File: src/rtl/sim_ds2s_rx.sv
// Multi-lane differential receiver model: decode, synchronise, debounce, count illegal pair states.
// Latency: valid/err_pulse SYNC_STAGES edges after input; o after SYNC_STAGES+FILTER_LEN-1 edges.
// No backpressure: one sample per lane per clock, never stalls.
module sim_ds2s_rx #(
  parameter int LANES       = 4,
  parameter int SYNC_STAGES = 2,
  parameter int FILTER_LEN  = 3,
  parameter int ERR_CNT_W   = 8
) (
  input  logic                         clk,
  input  logic                         rst,
  input  logic [LANES-1:0]             i,
  input  logic [LANES-1:0]             ib,
  input  logic                         clr_err,
  output logic [LANES-1:0]             o,
  output logic [LANES-1:0]             valid,
  output logic [LANES-1:0]             err_pulse,
  output logic [LANES*ERR_CNT_W-1:0]   err_count
);

  localparam int CNT_W = $clog2(FILTER_LEN) + 1;
  localparam logic [CNT_W-1:0]     CNT_LAST = CNT_W'(FILTER_LEN - 1);
  localparam logic [CNT_W-1:0]     CNT_ONE  = CNT_W'(1);
  localparam logic [ERR_CNT_W-1:0] ERR_MAX  = '1;
  localparam logic [ERR_CNT_W-1:0] ERR_ONE  = ERR_CNT_W'(1);

  logic [LANES-1:0]                  w_legal;
  logic [LANES-1:0]                  w_val;
  logic [LANES-1:0]                  w_s_legal;
  logic [LANES-1:0]                  w_s_val;
  logic [LANES-1:0]                  w_event;

  logic [SYNC_STAGES-1:0][LANES-1:0] r_sync_legal;
  logic [SYNC_STAGES-1:0][LANES-1:0] r_sync_val;
  logic [LANES-1:0][CNT_W-1:0]       r_cnt;
  logic [LANES-1:0]                  r_o;
  logic [LANES-1:0]                  r_valid;
  logic [LANES-1:0]                  r_prev_legal;
  logic [LANES-1:0]                  r_err_pulse;
  logic [LANES-1:0][ERR_CNT_W-1:0]   r_err_cnt;

  // Decode each pair; case-equality makes X/Z on either leg count as illegal.
  always_comb begin
    w_legal = '0;
    w_val   = '0;
    for (int n = 0; n < LANES; n++) begin
      w_legal[n] = ((i[n] === 1'b1) && (ib[n] === 1'b0)) ||
                   ((i[n] === 1'b0) && (ib[n] === 1'b1));
      w_val[n]   = w_legal[n] & i[n];
    end
  end

  // Synchroniser shift register; resets to "legal, 0" so no error fires out of reset.
  always_ff @(posedge clk) begin
    if (rst) begin
      r_sync_legal <= '1;
      r_sync_val   <= '0;
    end else begin
      r_sync_legal[0] <= w_legal;
      r_sync_val[0]   <= w_val;
      for (int s = 1; s < SYNC_STAGES; s++) begin
        r_sync_legal[s] <= r_sync_legal[s-1];
        r_sync_val[s]   <= r_sync_val[s-1];
      end
    end
  end

  assign w_s_legal = r_sync_legal[SYNC_STAGES-1];
  assign w_s_val   = r_sync_val[SYNC_STAGES-1];
  assign w_event   = r_prev_legal & ~w_s_legal;

  // Debounce: o follows only after FILTER_LEN consecutive legal samples differing from o.
  always_ff @(posedge clk) begin
    if (rst) begin
      r_cnt <= '0;
      r_o   <= '0;
    end else begin
      for (int n = 0; n < LANES; n++) begin
        if (!w_s_legal[n]) begin
          r_cnt[n] <= '0;
        end else if (w_s_val[n] == r_o[n]) begin
          r_cnt[n] <= '0;
        end else if (r_cnt[n] == CNT_LAST) begin
          r_o[n]   <= w_s_val[n];
          r_cnt[n] <= '0;
        end else begin
          r_cnt[n] <= r_cnt[n] + CNT_ONE;
        end
      end
    end
  end

  // Legality tracking and one-shot pulse on each legal->illegal transition.
  always_ff @(posedge clk) begin
    if (rst) begin
      r_valid      <= '0;
      r_prev_legal <= '1;
      r_err_pulse  <= '0;
    end else begin
      r_valid      <= w_s_legal;
      r_prev_legal <= w_s_legal;
      r_err_pulse  <= w_event;
    end
  end

  // Saturating per-lane event counters; clear wins over a same-cycle event.
  always_ff @(posedge clk) begin
    if (rst) begin
      r_err_cnt <= '0;
    end else begin
      for (int n = 0; n < LANES; n++) begin
        if (clr_err) begin
          r_err_cnt[n] <= '0;
        end else if (w_event[n] && (r_err_cnt[n] != ERR_MAX)) begin
          r_err_cnt[n] <= r_err_cnt[n] + ERR_ONE;
        end
      end
    end
  end

  assign o         = r_o;
  assign valid     = r_valid;
  assign err_pulse = r_err_pulse;
  assign err_count = r_err_cnt;

endmodule

File: config.mk
export PLATFORM = sky130hd
export DESIGN_NAME = sim_ds2s_rx
export DESIGN_NICKNAME = d
export VERILOG_FILES = /design/src/rtl/sim_ds2s_rx.sv
export SDC_FILE = /design/constraint.sdc
export NUM_CORES = 1
export LEC_CHECK = 0
export BUFFER_PORTS_ARGS = -buffer_cell sky130_fd_sc_hd__buf_4
export CORE_UTILIZATION = 55
export CTS_BUF_LIST = sky130_fd_sc_hd__clkbuf_4 sky130_fd_sc_hd__clkbuf_8 sky130_fd_sc_hd__clkbuf_16
export DETAILED_ROUTE_END_ITERATION = 8
export MAX_ROUTING_LAYER = met4
export PLACE_DENSITY = 0.79
export SLEW_MARGIN = 40
export SYNTH_ARGS = -nofsm -noshare
export SYNTH_HDL_FRONTEND = slang
export SYNTH_SLANG_ARGS = --single-unit
export TNS_END_PERCENT = 50
File: constraint.sdc
create_clock -name clk -period 2.6 [get_ports clk]
set_input_delay 0.26 -clock clk [delete_from_list [all_inputs] [get_ports clk]]
set_output_delay 0.26 -clock clk [all_outputs]
set_load 0.05 [all_outputs]
==> run metrics <==
die footprint=roughly 5900 µm²; hold path cells=3; DP Area=roughly 3500 µm²; Worst Path Arrival=about 1.8 ns; Area growth syn-to-layout=21.8%; DRC=0; CTS tree=yes; Synth Warn #=0; Core ar.=around 5200 µm²; Worst R2R Start=err_count[16]$_SDFFE_PP0P_; multi-input gate area in the final layout=~1500 µm²; post-synthesis compound-gate area fraction=0.0790; fin util=0.714; TritonCTS buffer count=9; Vias=~2400; crit end category=register; Final min period=1.58 ns; Fmax=0.632 GHz; nets@finish=406; Yosys cell types=41; final worst-path cycle share=0.608; outcome=finished, final reports clean; Avg WL per Cell=12.2 µm; Initial Utilization=0.586; setup violators final=0; peak fanout along the critical path=5; simple-gate area share of the yosys netlist=0.271; Iter 0 DRT Violations=between 80 and 90; die width=between 70 and 80 µm; CP Data Required Time=2.81 ns; path type of the worst setup path=reg -> reg; Cell Pwr Density=between 500 and 600 nW/µm²; Cell Count, Final, Fillers Out=~450; antenna violations before repair=0; post-synthesis mux area share=0.0261; GRT Total Usage=0.202; Hold Buf Count CTS=0; largest net degree at the start of global routing=35; RSZ-0062 raised after global routing=no; reg2reg end=err_count[16]$_SDFFE_PP0P_; drt first pass iters=4; RePlAce Congestion=0.811; Reg area=1520 µm²; antenna-violating nets left=0; Post-CTS Setup Bufs=0; CTS root buffer=clkbuf_8; Tightest Hold Check Type=in -> reg; min-delay src=i[3]; vias in the first global route=between 2000 and 2500; clk slew on worst S/H paths=roughly 0.07 ns; DP HPWL=between 3000 and 4000 µm; first-pass GRT wire length=between 9000 and 10000 µm; Bufs on Longest Clock Path=2; max-cap violation count=0; hold endpoint=r_sync_legal[3]$_SDFF_PP1_; register area share after synthesis=0.495; diode count=0; R2R depth=5; # IOs=55; Synth Cell Area=a little over 3000 µm²; Final Instance Area=approximately 3700 µm²; CP startpoint kind=register; Row Count=26; Worst-Skew Late Latency=between 0.3 and 0.4 ns; largest family of logic cells by synthesized area=simple AND/OR/NAND/NOR gates; Max Slew Vio Count=0; Syn Nets=approximately 350; share of layout cells above drive strength 1=0.221; dpl cells=approximately 440; flops & latches, synth=76; Worst Tran Pin Value=around 0.78 ns; Synth Instances=322; final hold vios=0; drt total wl=~5500 µm; most common cell after layout, fill and taps aside=dfxtp_1; post-route setup TNS=0 ns; syn avg cell area=approximately 9.5 µm²; Synth Area in Adders=0.0652; Synth Area in XOR/XNOR=0.0428; fill cell count=411; Avg Vias per Cell=between 5 and 6; clk sink count=between 70 and 80; most frequent cells in the layout=76 x dfxtp_1, 54 x buf_4, 38 x nor2_1, 17 x nor2b_1, 17 x nand3_1; Die H=between 70 and 80 µm; post-CTS sizing=0; Slew HR=0.479; clk_skew=0.00774 ns; worst-case vdd ir drop=~0.50 mV; Lkg Pwr=about 1.6 nW; Congestion Overflow GR=0; FF-to-FF setup slack=1.02 ns; buffers added on ports=54; CTS H-Tree Depth=3
[critical path, stage by stage, from the launching register on]
cell and delay (ns):
dfxtp_1 0.39, ha_1 0.25, nand4_1 0.18, o21ai_0 0.37, xor2_1 0.21, nor2_1 0.05
[routing by layer]
| metal | GRT usage | up-vias | wire, µm |
|---|---|---|---|
| li1 | - | 1234 | - |
| met1 | 0.241 | 1100 | 2630 |
| met2 | 0.322 | 51 | 2640 |
| met3 | 0.0393 | 5 | 195 |
| met4 | 0.104 | 0 | 50 |
| met5 | - | - | 0 |
[worst max-delay path by stage]
stage,startpoint,end,slack [ns],cells past startpoint
6_report,err_count[16]$_SDFFE_PP0P_,err_count[16]$_SDFFE_PP0P_,1.02,5
5_1_grt,err_count[16]$_SDFFE_PP0P_,err_count[16]$_SDFFE_PP0P_,0.91,5
4_1_cts,err_count[16]$_SDFFE_PP0P_,err_count[16]$_SDFFE_PP0P_,1.03,5
3_5_place_dp,rst,err_count[4]$_SDFFE_PP0P_,1.0,4
3_3_place_gp,rst,err_count[19]$_SDFFE_PP0P_,1.05,4
2_1_floorplan,err_count[16]$_SDFFE_PP0P_,err_count[16]$_SDFFE_PP0P_,0.83,5
[report_power, final]
group	switching, W	internal [W]
Sequential	0.0000125	0.00119
Combinational	0.0000724	0.0000439
Clock	0.000405	0.000504
Total	0.000490	0.00173
[kinds of logic after synthesis]
| logic type | after synthesis |
|---|---|
| AO/OA/AOI/OAI | 40 |
| flip-flops | 76 |
| AND/OR/NAND/NOR | 150 |
| XOR/XNOR | 15 |
| buffers and inverters | 17 |
| multiplexers | 8 |
| adder cells (fa/ha/maj) | 16 |
[state kept, by name (all words and copies together) (netlist names)]
register and count:
r_sync_val 4, r_prev_legal 4, err_count 32, w_s_val 4
valid 4, o 4, r_sync_legal 4, w_s_legal 4
err_pulse 4, r_cnt 12
[synth_stat cells, drive strengths merged]
master / count / share of area
nand4: 9 / 0.023
nor2: 38 / 0.046
o2111ai: 1 / 0.0029
nand2b: 12 / 0.027
and3b: 1 / 0.0029
o21ai: 15 / 0.026
inv: 9 / 0.011
and4: 2 / 0.0057
nor3b: 1 / 0.0024
ha: 16 / 0.065
and3: 5 / 0.010
o211ai: 3 / 0.0073
and4b: 1 / 0.0033
a21oi: 10 / 0.016
xor2: 11 / 0.031
or4: 2 / 0.0049
and2: 2 / 0.0041
nor3: 7 / 0.011
nand3: 17 / 0.028
nor2b: 18 / 0.039
dfxtp: 76 / 0.50
o21bai: 1 / 0.0024
xnor2: 4 / 0.011
nand3b: 4 / 0.0098
and2b: 1 / 0.0024
mux2i: 8 / 0.026
a2111o: 1 / 0.0037
nand4b: 1 / 0.0029
or3: 3 / 0.0061
or2: 11 / 0.022
a211oi: 2 / 0.0049
a311oi: 1 / 0.0029
clkbuf: 8 / 0.0098
a31oi: 4 / 0.0081
nor4: 1 / 0.0020
o31ai: 2 / 0.0049
nand2: 14 / 0.017
[per-stage QoR]
step                      hold WS [ns]  total power [W]  worst slack (ns)
after floorplan                  0.343          0.00131             0.829
after global placement           0.392          0.00134              1.05
after detailed placement         0.396          0.00134             0.997
after CTS                        0.207          0.00225              1.03
after global routing             0.210          0.00231             0.912
final                            0.216          0.00222              1.02
[area by class of cell]
type / instances / share of cell area
clock inverters: 4 / 0.0127
well taps: 70 / 0.0234
repair buffers: 54 / 0.108
multi-input cells: 229 / 0.397
flip-flops and latches: 76 / 0.407
clock buffers: 12 / 0.0425
inverters: 9 / 0.00903
No activity file was read; power rests on OpenSTA's default activity.
